### src/rtl/fifo_wr_ctrl_if.sv
// Write-side bundle of the FIFO: two requester handshakes plus the memory write port.
// master = requester/memory side, slave = fifo_wr_ctrl.
interface fifo_wr_ctrl_if #(
  parameter int unsigned DATA_W = 16,
  parameter int unsigned ADDR_W = 3
);
  logic              req0_valid;
  logic [DATA_W-1:0] req0_data;
  logic              req0_ready;
  logic              req1_valid;
  logic [DATA_W-1:0] req1_data;
  logic              req1_ready;
  logic              wen;
  logic [ADDR_W-1:0] waddr;
  logic [DATA_W-1:0] wdata;

  modport master (
    output req0_valid, req0_data, req1_valid, req1_data,
    input  req0_ready, req1_ready, wen, waddr, wdata
  );

  modport slave (
    input  req0_valid, req0_data, req1_valid, req1_data,
    output req0_ready, req1_ready, wen, waddr, wdata
  );
endinterface

### src/rtl/fifo_wr_ctrl.sv
// Write-domain controller for the 8-entry dual-port FIFO: round-robin arbitration of two
// requesters, write pointers, read-pointer synchroniser, full/almost_full/occupancy.
module fifo_wr_ctrl #(
  parameter int unsigned DATA_W       = 16,
  parameter int unsigned ADDR_W       = 3,
  parameter int unsigned AFULL_THRESH = 6,
  parameter int unsigned SYNC_STAGES  = 2
) (
  input  logic              wclk,
  input  logic              wrst_n,
  fifo_wr_ctrl_if.slave     bus,
  input  logic [ADDR_W:0]   rptr_gray_async,
  output logic [ADDR_W:0]   wptr_gray,
  output logic              full,
  output logic              almost_full,
  output logic [ADDR_W:0]   wcount,
  output logic              blocked_sticky,
  input  logic              blocked_clr
);

  typedef enum logic {
    GRANT_REQ0 = 1'b0,
    GRANT_REQ1 = 1'b1
  } grant_e;

  // Full when the write pointer is one lap ahead: top two Gray bits inverted, rest equal.
  localparam logic [ADDR_W:0] FULL_MASK = {2'b11, {(ADDR_W-1){1'b0}}};
  localparam logic [ADDR_W:0] AFULL_LVL = (ADDR_W+1)'(AFULL_THRESH);

  grant_e            last_grant;
  logic [ADDR_W:0]   wptr_bin;
  logic [ADDR_W:0]   sync_q [SYNC_STAGES];
  logic [ADDR_W:0]   rq_gray;
  logic [ADDR_W:0]   rq_bin;

  logic              grant0;
  logic              grant1;
  logic              accept;
  logic [DATA_W-1:0] grant_data;
  logic [ADDR_W:0]   next_wbin;
  logic [ADDR_W:0]   next_wgray;
  logic [ADDR_W:0]   next_wcount;

  // Read-pointer synchroniser
  always_ff @(posedge wclk or negedge wrst_n) begin
    if (!wrst_n) begin
      for (int unsigned i = 0; i < SYNC_STAGES; i++) begin
        sync_q[i] <= '0;
      end
    end else begin
      sync_q[0] <= rptr_gray_async;
      for (int unsigned i = 1; i < SYNC_STAGES; i++) begin
        sync_q[i] <= sync_q[i-1];
      end
    end
  end

  assign rq_gray = sync_q[SYNC_STAGES-1];

  always_comb begin
    rq_bin = '0;
    for (int unsigned i = 0; i <= ADDR_W; i++) begin
      rq_bin[i] = ^(rq_gray >> i);
    end
  end

  // Arbitration: on a tie the requester that did not win last time is granted.
  always_comb begin
    grant0 = !full && bus.req0_valid && (!bus.req1_valid || last_grant == GRANT_REQ1);
    grant1 = !full && bus.req1_valid && (!bus.req0_valid || last_grant == GRANT_REQ0);
    accept = grant0 || grant1;
    grant_data = grant1 ? bus.req1_data : bus.req0_data;
    bus.req0_ready = grant0;
    bus.req1_ready = grant1;
  end

  always_comb begin
    next_wbin   = wptr_bin + (ADDR_W+1)'(accept);
    next_wgray  = next_wbin ^ (next_wbin >> 1);
    next_wcount = next_wbin - rq_bin;
  end

  always_ff @(posedge wclk or negedge wrst_n) begin
    if (!wrst_n) begin
      last_grant <= GRANT_REQ1;
      wptr_bin   <= '0;
      wptr_gray  <= '0;
      bus.wen    <= 1'b0;
      bus.waddr  <= '0;
      bus.wdata  <= '0;
    end else begin
      bus.wen <= accept;
      if (accept) begin
        last_grant <= grant1 ? GRANT_REQ1 : GRANT_REQ0;
        bus.waddr  <= wptr_bin[ADDR_W-1:0];
        bus.wdata  <= grant_data;
      end
      wptr_bin  <= next_wbin;
      wptr_gray <= next_wgray;
    end
  end

  always_ff @(posedge wclk or negedge wrst_n) begin
    if (!wrst_n) begin
      full        <= 1'b0;
      almost_full <= 1'b0;
      wcount      <= '0;
    end else begin
      full        <= (next_wgray == (rq_gray ^ FULL_MASK));
      almost_full <= (next_wcount >= AFULL_LVL);
      wcount      <= next_wcount;
    end
  end

  always_ff @(posedge wclk or negedge wrst_n) begin
    if (!wrst_n) begin
      blocked_sticky <= 1'b0;
    end else if (blocked_clr) begin
      blocked_sticky <= 1'b0;
    end else if (full && (bus.req0_valid || bus.req1_valid)) begin
      blocked_sticky <= 1'b1;
    end
  end

endmodule

### src/flat_wrapper.sv
// flat-port wrapper written by rule: the top's interface ports become plain ports
module fifo_wr_ctrl_flat 
#(
  parameter int unsigned DATA_W       = 16,
  parameter int unsigned ADDR_W       = 3,
  parameter int unsigned AFULL_THRESH = 6,
  parameter int unsigned SYNC_STAGES  = 2
)
  (wclk, wrst_n, rptr_gray_async, wptr_gray, full, almost_full, wcount, blocked_sticky, blocked_clr, bus_req0_valid, bus_req0_data, bus_req1_valid, bus_req1_data, bus_req0_ready, bus_req1_ready, bus_wen, bus_waddr, bus_wdata);
  fifo_wr_ctrl_if #(.DATA_W(DATA_W), .ADDR_W(ADDR_W)) bus_i ();
  input  logic wclk;
  input  logic wrst_n;
  input  logic [ADDR_W:0] rptr_gray_async;
  output logic [ADDR_W:0] wptr_gray;
  output logic full;
  output logic almost_full;
  output logic [ADDR_W:0] wcount;
  output logic blocked_sticky;
  input  logic blocked_clr;
  input wire logic [$bits(bus_i.req0_valid)-1:0] bus_req0_valid;
  input wire logic [$bits(bus_i.req0_data)-1:0] bus_req0_data;
  input wire logic [$bits(bus_i.req1_valid)-1:0] bus_req1_valid;
  input wire logic [$bits(bus_i.req1_data)-1:0] bus_req1_data;
  output wire logic [$bits(bus_i.req0_ready)-1:0] bus_req0_ready;
  output wire logic [$bits(bus_i.req1_ready)-1:0] bus_req1_ready;
  output wire logic [$bits(bus_i.wen)-1:0] bus_wen;
  output wire logic [$bits(bus_i.waddr)-1:0] bus_waddr;
  output wire logic [$bits(bus_i.wdata)-1:0] bus_wdata;
  assign bus_i.req0_valid = bus_req0_valid;
  assign bus_i.req0_data = bus_req0_data;
  assign bus_i.req1_valid = bus_req1_valid;
  assign bus_i.req1_data = bus_req1_data;
  assign bus_req0_ready = bus_i.req0_ready;
  assign bus_req1_ready = bus_i.req1_ready;
  assign bus_wen = bus_i.wen;
  assign bus_waddr = bus_i.waddr;
  assign bus_wdata = bus_i.wdata;
  fifo_wr_ctrl #(.DATA_W(DATA_W), .ADDR_W(ADDR_W), .AFULL_THRESH(AFULL_THRESH), .SYNC_STAGES(SYNC_STAGES)) u_core (.wclk(wclk), .wrst_n(wrst_n), .bus(bus_i), .rptr_gray_async(rptr_gray_async), .wptr_gray(wptr_gray), .full(full), .almost_full(almost_full), .wcount(wcount), .blocked_sticky(blocked_sticky), .blocked_clr(blocked_clr));
endmodule
### config.mk
export PLATFORM = sky130hd
export DESIGN_NAME = fifo_wr_ctrl_flat
export DESIGN_NICKNAME = d
export VERILOG_FILES = /design/src/rtl/fifo_wr_ctrl_if.sv /design/src/rtl/fifo_wr_ctrl.sv /design/src/flat_wrapper.sv
export SDC_FILE = /design/constraint.sdc
export NUM_CORES = 1
export LEC_CHECK = 0
export ABC_AREA = 1
export ABC_CLOCK_PERIOD_IN_PS = 2950
export BUFFER_PORTS_ARGS = -buffer_cell sky130_fd_sc_hd__buf_4
export CORE_ASPECT_RATIO = 1.75
export CORE_MARGIN = 1
export CORE_UTILIZATION = 46
export CTS_CLUSTER_DIAMETER = 60
export CTS_CLUSTER_SIZE = 8
export DETAILED_ROUTE_END_ITERATION = 16
export PLACE_DENSITY = 0.76
export SKIP_CTS_REPAIR_TIMING = 1
export SLEW_MARGIN = 0
export SYNTH_ARGS = -nofsm -noshare
export SYNTH_HDL_FRONTEND = slang
export SYNTH_SLANG_ARGS = --single-unit
### constraint.sdc
create_clock -name wclk -period 2.95 [get_ports wclk]
set_input_delay 0.295 -clock wclk [delete_from_list [all_inputs] [get_ports wclk]]
set_output_delay 0.295 -clock wclk [all_outputs]
set_load 0.01 [all_outputs]
Word level (Yosys, flattened, before mapping)

Cells that the tools add are included.

Bits in registers: 44
Output and inout bits: 33
Word-level logic and storage cells: 40

$add $sub $neg: 2
Magnitude comparators: 1
Eq/ne operators: 1
Multiplexer cells: 4
Bitwise logic cells: 3
Reductions and logical operators: 17

Operators with widths:

| operator             | count |
|---|---|
| $mux W16             | 1 |
| $reduce_xor A4 Y1    | 4 |
| $logic_and A1 B1 Y1  | 5 |
| $add A4 B1 Y4        | 1 |
| $eq A4 B4 Y1         | 1 |
| $ge A4 B3 Y1 const B | 1 |
| $logic_or A1 B1 Y1   | 4 |
| $sub A4 B4 Y4        | 1 |
| $xor A4 B3 Y4        | 1 |
| $logic_not A1 Y1     | 3 |
| $mux W1              | 3 |
| $not A2 Y2           | 1 |
| $reduce_bool A2 Y1   | 1 |
| $not A1 Y1           | 1 |

Logic depth before layout (Yosys ltp)

Depth after elaboration: 7
Depth in mapped cells: 14
Mapped depth without buffers: 13

Least setup slack after synthesis

No wires, ideal clock.

Path kind: input port to flip-flop
From: in bus_req1_valid
To: reg u_core.wcount[2]
Arrival: 2.054 ns
Required time: 2.831 ns
Path slack: 0.777 ns
Stages on the path: 9
Path buffers: 1
Cells stage by stage: nor2_1 > nor2_2 > buf_2 > ha_1 > ha_1 > inv_1 > fa_1 > nand3b_1 > and2_1

Cells in the longest elaborated chain, start to end: 6
Elaborated cells between the ends (all ways): 8
Classes of those cells: add/sub: 2; reduce/logical: 6

RTL lines:

| what                      | RTL line            | text |
|---|---|---|
| start: declaration        | flat_wrapper.sv:22  | `input wire logic [$bits(bus_i.req1_valid)-1:0] bus_req1_valid;` |
| $logic_not A1 Y1          | fifo_wr_ctrl.sv:69  | `grant0 = !full && bus.req0_valid && (!bus.req1_valid \|\| last_grant == GRANT_REQ1);` |
| $logic_or A1 B1 Y1        | fifo_wr_ctrl.sv:69  |  |
| $logic_and A1 B1 Y1       | fifo_wr_ctrl.sv:69  |  |
| $logic_or A1 B1 Y1 (*)    | fifo_wr_ctrl.sv:71  | `accept = grant0 \|\| grant1;` |
| net u_core.accept         | fifo_wr_ctrl.sv:38  | `logic accept;` |
| $add A4 B1 Y4 (*)         | fifo_wr_ctrl.sv:78  | `next_wbin = wptr_bin + (ADDR_W+1)'(accept);` |
| net u_core.next_wbin[1]   | fifo_wr_ctrl.sv:40  | `logic [ADDR_W:0] next_wbin;` |
| $sub A4 B4 Y4 (*)         | fifo_wr_ctrl.sv:80  | `next_wcount = next_wbin - rq_bin;` |
| net u_core.next_wcount[2] | fifo_wr_ctrl.sv:42  | `logic [ADDR_W:0] next_wcount;` |
| end signal: assignment    | fifo_wr_ctrl.sv:111 | `wcount <= next_wcount;` |
| end: declaration          | fifo_wr_ctrl.sv:16  | `output logic [ADDR_W:0] wcount,` |

Mark *: on every way through the listed nets, which the timed path passes. The rest lies on a longest branch.
A chain may end at the register's enable or synchronous reset.

Final worst setup path

From: reg u_core.full
To: reg u_core.almost_full

Cells in the longest elaborated chain, start to end: 7
Elaborated cells between the ends (all ways): 9
Classes of those cells: add/sub: 2; order compare: 1; reduce/logical: 6

RTL lines:

| what                                                | RTL line                               | text |
|---|---|---|
| start: declaration                                  | fifo_wr_ctrl.sv:14                     | `output logic full,` |
| start signal: assignment                            | fifo_wr_ctrl.sv:109                    | `full <= (next_wgray == (rq_gray ^ FULL_MASK));` |
| $logic_not A1 Y1 (*)                                | fifo_wr_ctrl.sv:69, fifo_wr_ctrl.sv:70 |  |
| $logic_and A1 B1 Y1 (on tied branches) (2 in a row) | fifo_wr_ctrl.sv:69, fifo_wr_ctrl.sv:70 |  |
| $logic_or A1 B1 Y1 (*)                              | fifo_wr_ctrl.sv:71                     |  |
| $add A4 B1 Y4 (*)                                   | fifo_wr_ctrl.sv:78                     |  |
| net u_core.next_wbin[1]                             | fifo_wr_ctrl.sv:40                     |  |
| $sub A4 B4 Y4 (*)                                   | fifo_wr_ctrl.sv:80                     |  |
| $ge A4 B3 Y1 (*)                                    | fifo_wr_ctrl.sv:110                    | `almost_full <= (next_wcount >= AFULL_LVL);` |
| end signal: assignment                              | fifo_wr_ctrl.sv:110                    |  |
| end: declaration                                    | fifo_wr_ctrl.sv:15                     | `output logic almost_full,` |

Marks and branches as above.

==> metrics <==
die width=between 50 and 60 um; setup violators final=0; Setup TNS Final=0 ns; CP endpoint kind=register; Final #Nets=337; outcome=complete, but fails checks; post-DP HPWL=around 3100 um; CTS buffer count=5; ys async rst share=1.00; fin crit period=about 2.4 ns; layout cell share with drive strength beyond 1=0.339; Non-Filler Instances=341; FILL cells=between 300 and 400; Post-Syn Instances=218; failing checks=negative hold slack; Worst-Skew Late Latency=0.29 ns; wire length per cell=between 10 and 15 um; top cells by area, synth=dfrtp_1 (53%), nand2_1 (10%), a21oi_1 (8.7%); Max transition margin=0.652; CTS tree=built; CP Data Arrival Time=2.60 ns; skew final=between 0.008 and 0.009 ns; yosys warns=0; Max Freq=just over 0.4 GHz; Static Leak=approximately 0.0014 uW; Syn Std Cell Area=just under 2000 um^2; post-synthesis sequential area ratio=0.548; Area Growth Syn to Fin=33.5%; CP max-delay cell=dfrtp_1; DR vias/cell=4.89; largest net degree at the start of global routing=44; Die Y=slightly below 90 um; min-delay worst type=input pin to async pin; DRC Markers=0; routability-driven placement congestion ratio=0.848; clk slew on worst S/H paths=roughly 0.08 ns; 1st-pass router iterations=4; crit-path cells=nor2_4 > ha_1 > ha_1 > ha_1 > a21oi_1 > nand2_1 > nand2_1 > nand2_1 > nand2_1 > nand2_1; total I/O pin count=74; drt initial violations=30; Initial Util=0.478; RR Startpoint=u_core.full$_DFF_PN0_; most frequent cells in the layout=buf_4 (73), nand2_1 (55), dfrtp_1 (42); WL final=~4100 um; Critical Path Source Type=register; vias in the first global route=roughly 1.5k; top cell type's share of synthesized area=0.534; Sink Count=43; Max-Cap Viols=0; die area=4550 um^2; clock root buffer=clkbuf_8; Cell Rows=31; clock buffer depth=2; Setup crit start=u_core.full$_DFF_PN0_; most common cell after layout, fill and taps aside=buf_4; core footprint=roughly 4100 um^2; initial antenna violation count=0; Netlist cell types=26; hold slack=-0.0242 ns; Hold Fails Final Rpt=42; vias post-DR=~1.7k; CP dominant cell by count=nand2_1; antenna-violating nets left=0; dpl cells=approximately 330; # diodes=0; CP peak stage delay=between 0.4 and 0.5 ns; Max H-tree Level=2; unrepaired setup endpoints after global routing=no; slew at the pin closest to its max-slew limit=0.523 ns; Post-synth EDFFs=0; final worst path period share=0.816; Post-synth top flop=dfrtp_1; critical path required time=between 3 and 4 ns; synthesized area per cell=9.02 um^2; Syn Nets=264; Max Fanout on Critical Path=22; Seq cells post-synth=43; total track usage=0.192; CP Class=register to register; worst vdd ir=around 0.57 mV; total gr overflow=0; I/O Buffers=73; largest area contributor in the netlist=dfrtp_1; Slew Viols, Final=0; PwrDens=approximately 900 nW/um^2; first-pass GRT wire length=6460 um
==> cell families (layout without fill, tap and decap cells) <==
logic type	count (synthesis)	count (layout)	synth area share
fa+ha+maj	5	5	0.0356
compound gates	37	37	0.0961
flops	43	43	0.548
buf+inv	27	101	0.0681
xor+xnor	3	3	0.0172
simple gates	103	103	0.235
==> stage by stage <==
step,power (uW),worst slack (ns),utilization,area [um^2]
floorplan,1580,0.777,-,1970
global placement,1980,0.248,0.612,2520
detailed placement,2000,0.188,0.612,2520
CTS,2400,0.232,0.638,2620
global route,2570,0.296,0.639,2630
finish,2370,0.543,0.639,2630
==> flip-flops by register name (all words and copies together), names as in the netlist <==
signal                 flops
u_core.bus.wdata          16
u_core.rq_gray             4
u_core.sync_q              4
u_core.wcount              4
u_core.wptr_bin            4
u_core.bus.waddr           3
u_core.wptr_gray           3
u_core.almost_full         1
u_core.blocked_sticky      1
u_core.bus.wen             1
u_core.full                1
u_core.last_grant          1
==> report_power, final <==
part / switching (uW) / total [uW] / internal [uW] / leakage [uW]
registers: 99.2 / 875 / 776 / 0.000502
clock network: 190 / 403 / 213 / 0.0000505
logic: 620 / 1100 / 477 / 0.000812
total: 909 / 2370 / 1470 / 0.00136
==> metal layers <==
layer | part of all wire | GRT usage
met5 | 0 | 0
met4 | 0.019 | 0.0885
met3 | 0.064 | 0.0326
met2 | 0.54 | 0.373
met1 | 0.37 | 0.188
==> worst max-delay path: cells and delay by family, from the launching register on <==
family / cells / cell delay, ns
DFF: 1 / 0.43
AOI/OAI and AO/OA: 1 / 0.22
and+or+nand+nor: 6 / 0.73
adders and majority gates: 3 / 0.93
==> path summary, 6_finish.rpt <==
| check | to | cells past startpoint | slack, ns |
|---|---|---|---|
| setup / recovery | u_core.almost_full$_DFF_PN0_ | 10 | 0.54 |
| hold / removal | u_core.bus.wdata[7]$_DFFE_PN0N_ | 1 | -0.02 |
| setup reg to reg | u_core.almost_full$_DFF_PN0_ | 10 | 0.54 |
| hold reg to reg | u_core.rq_gray[3]$_DFF_PN0_ | 0 | 0.35 |
| max in group asynchronous | u_core.last_grant$_DFFE_PN1N_ | 1 | 2.60 |
| min in group wclk | u_core.sync_q[4]$_DFF_PN0_ | 1 | 0.10 |
==> synthesized netlist by cell type, types with 3 or more instances <==
master   number
ha_1          4
nor2_1       23
inv_2         4
a21oi_1      34
nand3_1      10
nand2_2       6
nand2_1      55
dfrtp_1      42
buf_6         3
inv_1        16
==> layout make-up <==
| class | count | area [um^2] | share of cell area |
|---|---|---|---|
| sequential | 43 | 1080 | 0.410 |
| tap | 49 | 61.3 | 0.0233 |
| clock buffer | 7 | 96.3 | 0.0367 |
| clock inverter | 1 | 7.51 | 0.00286 |
| multi-input combinational | 148 | 761 | 0.290 |
| inverter | 20 | 75.1 | 0.0286 |
| timing repair buffer | 73 | 548 | 0.209 |
Power figures use the tool's default switching activity.
